===== src/rtl/seg_7_pkg.sv =====
// Shared constants for the 7-segment display path: segment bit positions
// and the active-high glyph patterns (a..g = bits 6..0).
package seg_7_pkg;

   localparam int SEG_A = 6;
   localparam int SEG_B = 5;
   localparam int SEG_C = 4;
   localparam int SEG_D = 3;
   localparam int SEG_E = 2;
   localparam int SEG_F = 1;
   localparam int SEG_G = 0;

   localparam logic [6:0] SEG_0 = 7'h7E;
   localparam logic [6:0] SEG_1 = 7'h30;
   localparam logic [6:0] SEG_2 = 7'h6D;
   localparam logic [6:0] SEG_3 = 7'h79;
   localparam logic [6:0] SEG_4 = 7'h33;
   localparam logic [6:0] SEG_5 = 7'h5B;
   localparam logic [6:0] SEG_6 = 7'h5F;
   localparam logic [6:0] SEG_7 = 7'h70;
   localparam logic [6:0] SEG_8 = 7'h7F;
   localparam logic [6:0] SEG_9 = 7'h7B;

   // Hex letters use the usual mixed-case forms so b and d differ from 8 and 0.
   localparam logic [6:0] SEG_HA = 7'h77;
   localparam logic [6:0] SEG_HB = 7'h1F;
   localparam logic [6:0] SEG_HC = 7'h4E;
   localparam logic [6:0] SEG_HD = 7'h3D;
   localparam logic [6:0] SEG_HE = 7'h4F;
   localparam logic [6:0] SEG_HF = 7'h47;

   localparam logic [6:0] SEG_BLANK = 7'h00;

endpackage


===== src/rtl/seg_7_decode.sv =====
// Combinational code-to-glyph lookup. Produces the raw active-high pattern
// and flags codes 10-15 as out of range when hex display is disabled.
module seg_7_decode
   import seg_7_pkg::*;
#(
   parameter bit HEX_EN = 1'b0
) (
   input  logic [3:0] code,
   output logic [6:0] pattern,
   output logic       out_of_range
);

   always_comb begin
      pattern      = SEG_BLANK;
      out_of_range = 1'b0;
      case (code)
         4'd0:  pattern = SEG_0;
         4'd1:  pattern = SEG_1;
         4'd2:  pattern = SEG_2;
         4'd3:  pattern = SEG_3;
         4'd4:  pattern = SEG_4;
         4'd5:  pattern = SEG_5;
         4'd6:  pattern = SEG_6;
         4'd7:  pattern = SEG_7;
         4'd8:  pattern = SEG_8;
         4'd9:  pattern = SEG_9;
         default: begin
            // Codes 10-15: letters in hex mode, otherwise blank and flagged.
            if (HEX_EN) begin
               case (code)
                  4'd10:   pattern = SEG_HA;
                  4'd11:   pattern = SEG_HB;
                  4'd12:   pattern = SEG_HC;
                  4'd13:   pattern = SEG_HD;
                  4'd14:   pattern = SEG_HE;
                  default: pattern = SEG_HF;
               endcase
            end else begin
               out_of_range = 1'b1;
            end
         end
      endcase
   end

endmodule


===== src/rtl/seg_7_proc.sv =====
// Registered BCD/hex to 7-segment digit driver: decodes {A,B,C,D}, applies
// display polarity and registers the result with one cycle of latency.
module seg_7_proc
   import seg_7_pkg::*;
#(
   parameter bit HEX_EN     = 1'b0,
   parameter bit ACTIVE_LOW = 1'b0
) (
   input  logic       clk,
   input  logic       rst,
   input  logic       A,
   input  logic       B,
   input  logic       C,
   input  logic       D,
   output logic [6:0] seg_7,
   output logic       err
);

   logic [3:0] code;
   logic [6:0] pattern;
   logic [6:0] drive;
   logic       out_of_range;

   assign code = {A, B, C, D};

   seg_7_decode #(
      .HEX_EN(HEX_EN)
   ) u_decode (
      .code        (code),
      .pattern     (pattern),
      .out_of_range(out_of_range)
   );

   // Common-anode panels want lit segments low; blank therefore becomes all ones.
   assign drive = ACTIVE_LOW ? ~pattern : pattern;

   always_ff @(posedge clk) begin
      if (rst) begin
         seg_7 <= ACTIVE_LOW ? ~SEG_BLANK : SEG_BLANK;
         err   <= 1'b0;
      end else begin
         seg_7 <= drive;
         err   <= out_of_range;
      end
   end

endmodule


===== config.mk =====
export PLATFORM = sky130hd
export DESIGN_NAME = seg_7_proc
export DESIGN_NICKNAME = d
export VERILOG_FILES = /design/src/rtl/seg_7_pkg.sv /design/src/rtl/seg_7_decode.sv /design/src/rtl/seg_7_proc.sv
export SDC_FILE = /design/constraint.sdc
export NUM_CORES = 1
export LEC_CHECK = 0
export CORE_AREA = 2 2 39 41
export CTS_CLUSTER_SIZE = 30
export DETAILED_ROUTE_END_ITERATION = 8
export DIE_AREA = 0 0 41 43
export GPL_ROUTABILITY_DRIVEN = 1
export PLACE_DENSITY_LB_ADDON = 0.05
export SYNTH_ARGS = -nofsm -noshare
export SYNTH_HDL_FRONTEND = slang
export SYNTH_HIERARCHICAL = 1
export SYNTH_SLANG_ARGS = --single-unit

===== constraint.sdc =====
create_clock -name clk -period 1 [get_ports clk]
set_input_delay 0.2 -clock clk [delete_from_list [all_inputs] [get_ports clk]]
set_output_delay 0.2 -clock clk [all_outputs]
set_load 0.1 [all_outputs]

==> flow_summary.ini <==
[run_status]
status = completed

[sta]
rsz0062_at_grt = true
fmax_ghz = 1.029
setup_viol = 0
period_share = 0.9714
finalMaxSlewViolations = 0
setup-tns-final_ns = 0
hold_viol_final = 0
worst_slew_pin_slew_ns = 0.3351
maxSlewHeadroom = 0.7766
holdWs_ns = 0.4691
fin_crit_ns = 0.9714
fin_ws_ns = 0.02864

[detailed_routing]
drt_wl_total_um = 667
vias = 325
post_drt_via_cell_ratio = 4.514
drt_iter0_drc = 0
ant_nets = 0
drt_first_pass_iters = 1
wl_per_cell_um = 9.264
drcViolationCount = 0

[worst_setup_path]
critPathRequiredTime_ns = 1.12
end_kind = flop
path_max_fanout = 7
cp_cell_sequence = dlygate4sd2_1 -> buf_6 -> nor4b_4 -> nor4_2 -> nor2b_2
critPathLaunchType = primary input
cpPeakStageDelay_ns = 0.29
setup.worst_path.class = in -> reg
critPathArrivalTime_ns = 1.09
worst_path_max_delay_cell = nor4b_4

[synthesis]
synth_warnings = 6
synth_cell_types = 18
syn-mean-instance-area_um2 = 9.773
seq_area_frac_synth = 0.4429
synth_area_leaders = dfxtp_1 44%, nor2b_1 14%, nor3_1 4.2%
synth_cells = 37
synth.top_cell.area_share = 0.4429
yosysTopAreaCell = dfxtp_1
synthesis.area_um2 = 361.6
mappedNetlistNets = 43
synth-seq-cells = 8

[run]
cap_violations = 0

[power_and_ir_drop]
power_uw = 960.2
power_switching_uw = 324.0
power_frac_seq = 0.378
p_int_uw = 636.2
leakagePower_nw = 0.2747
p_sw_frac = 0.3375
pwr-share-comb = 0.391
p_clk_frac = 0.231
power_density_nw_per_um2 = 1383
ir_drop_mv = 0.4048

[global_route]
grt_pass1_wl_mm = 1.255
antenna_found_initial = 0
overflow = 0
grt_use_total = 0.1036
grt_max_degree = 9
first_global_vias = 310

[clock_network]
root_buffer = clkbuf_4
cts_buffers = 3
cts-htree-levels = 1
cts.clk_slew.worst_paths_ns = 0.05
cts_tree = yes
cts.sinks = 8
ctsLongestPathBuffers = 2

[layout]
antennaDiodeCount = 0
fin_nets = 64
area_growth_pct = 92.04
fin_util = 0.5018
layout-drive-gt1-share = 0.6607

[placed_design]
io_buffers = 13
post-place-ws_ns = -0.4997
gp_congestion = 0.6480
post-dp-hpwl_um = 543.1

[floorplan]
num_rows = 14
fp.dieH_um = 43
die_area_um2 = 1763
core-area_um2 = 1384
ios = 14
die_width_um = 41
initial_utilization = 0.2613

[hold_path]
whs_path_depth = 3
min_path_type = in -> reg
stage by stage:
stage	cell area, µm²	instances
6_report	694.4	72
5_1_grt	694.4	72
4_1_cts	671.9	72
3_5_place_dp	616.8	67
3_3_place_gp	616.8	67
2_1_floorplan	377.9	37
Yosys cell counts:
master,n
nor3_1,3
a21boi_0,1
and3_2,1
buf_2,2
nor4_1,1
nor2_1,1
o22ai_1,2
a211oi_1,1
o21a_1,1
nor2b_1,8
buf_6,1
nand2b_1,1
and2b_2,1
a221oi_1,1
o21a_4,1
nor4b_1,1
dfxtp_1,8
nor3b_1,2
worst paths after layout:
| kind | start | endpoint | slack [ns] |
|---|---|---|---|
| setup / recovery | B | seg_7[3] | 0.03 |
| hold / removal | C | err | 0.47 |
routing by layer:
layer	track usage	part of all wire	vias to the layer above
met3	0.01571	0.10	0
met4	0.08000	0	0
met2	0.1531	0.53	13
met1	0.1262	0.36	143
met5	0	0	-
li1	-	-	169
state kept, by name, indices dropped and copies added, names as in the netlist:
| signal | flops |
|---|---|
| err | 1 |
| seg_7 | 7 |
power by group through the flow:
stage	logic (mW)	clock network, mW	registers, mW
4_1_cts	0.368	0.232	0.364
6_report	0.375	0.222	0.363
5_1_grt	0.392	0.267	0.365
3_3_place_gp	0.351	0	0.369
2_1_floorplan	0.0676	0	0.516
3_5_place_dp	0.356	0	0.370
cell usage in the layout, fill, tap and decap left out, drive strengths merged:
| cell type | synthesis | final |
|---|---|---|
| buf | 3 | 14 |
| dfxtp | 8 | 8 |
| nor2b | 8 | 8 |
| clkbuf | 0 | 4 |
| nor3 | 3 | 3 |
| dlygate4sd2 | 0 | 2 |
| nor3b | 2 | 2 |
| o22ai | 2 | 2 |
| o21a | 2 | 2 |
| clkdlybuf4s15 | 0 | 1 |
| clkdlybuf4s50 | 0 | 1 |
| and2b | 1 | 1 |
| a211oi | 1 | 1 |
| nor4b | 1 | 1 |
| and3 | 1 | 1 |
| nor4 | 1 | 1 |
| nand2b | 1 | 1 |
| a221oi | 1 | 1 |
| nor2 | 1 | 1 |
| a21boi | 1 | 1 |
area by class of cell:
type	count	area, µm²
clock buffers	3	22.52
fillers	130	689.4
multi-input cells	26	230.2
flip-flops and latches	8	170.2
well taps	16	20.02
repair buffers	19	251.5
timing repair:
item / CTS / global route
endpoints found under the setup margin: 7 / 5
resized for setup: 12 / 8
hold endpoints to repair: 0 / 0
hold buffers: 0 / 0
pin swaps: 2 / 0
buffers inserted: 2 / 0
critical path, delay by kind of cell:
family                 cells  cell delay [ns]
AND/OR/NAND/NOR            3             0.53
buffers and inverters      2             0.37
cells by family after synthesis:
group | after synthesis | share of synthesized area
simple gates | 19 | 0.3357
flops | 8 | 0.4429
compound gates | 7 | 0.1626
buf+inv | 3 | 0.05882
No activity file was read; power rests on OpenSTA's default activity.
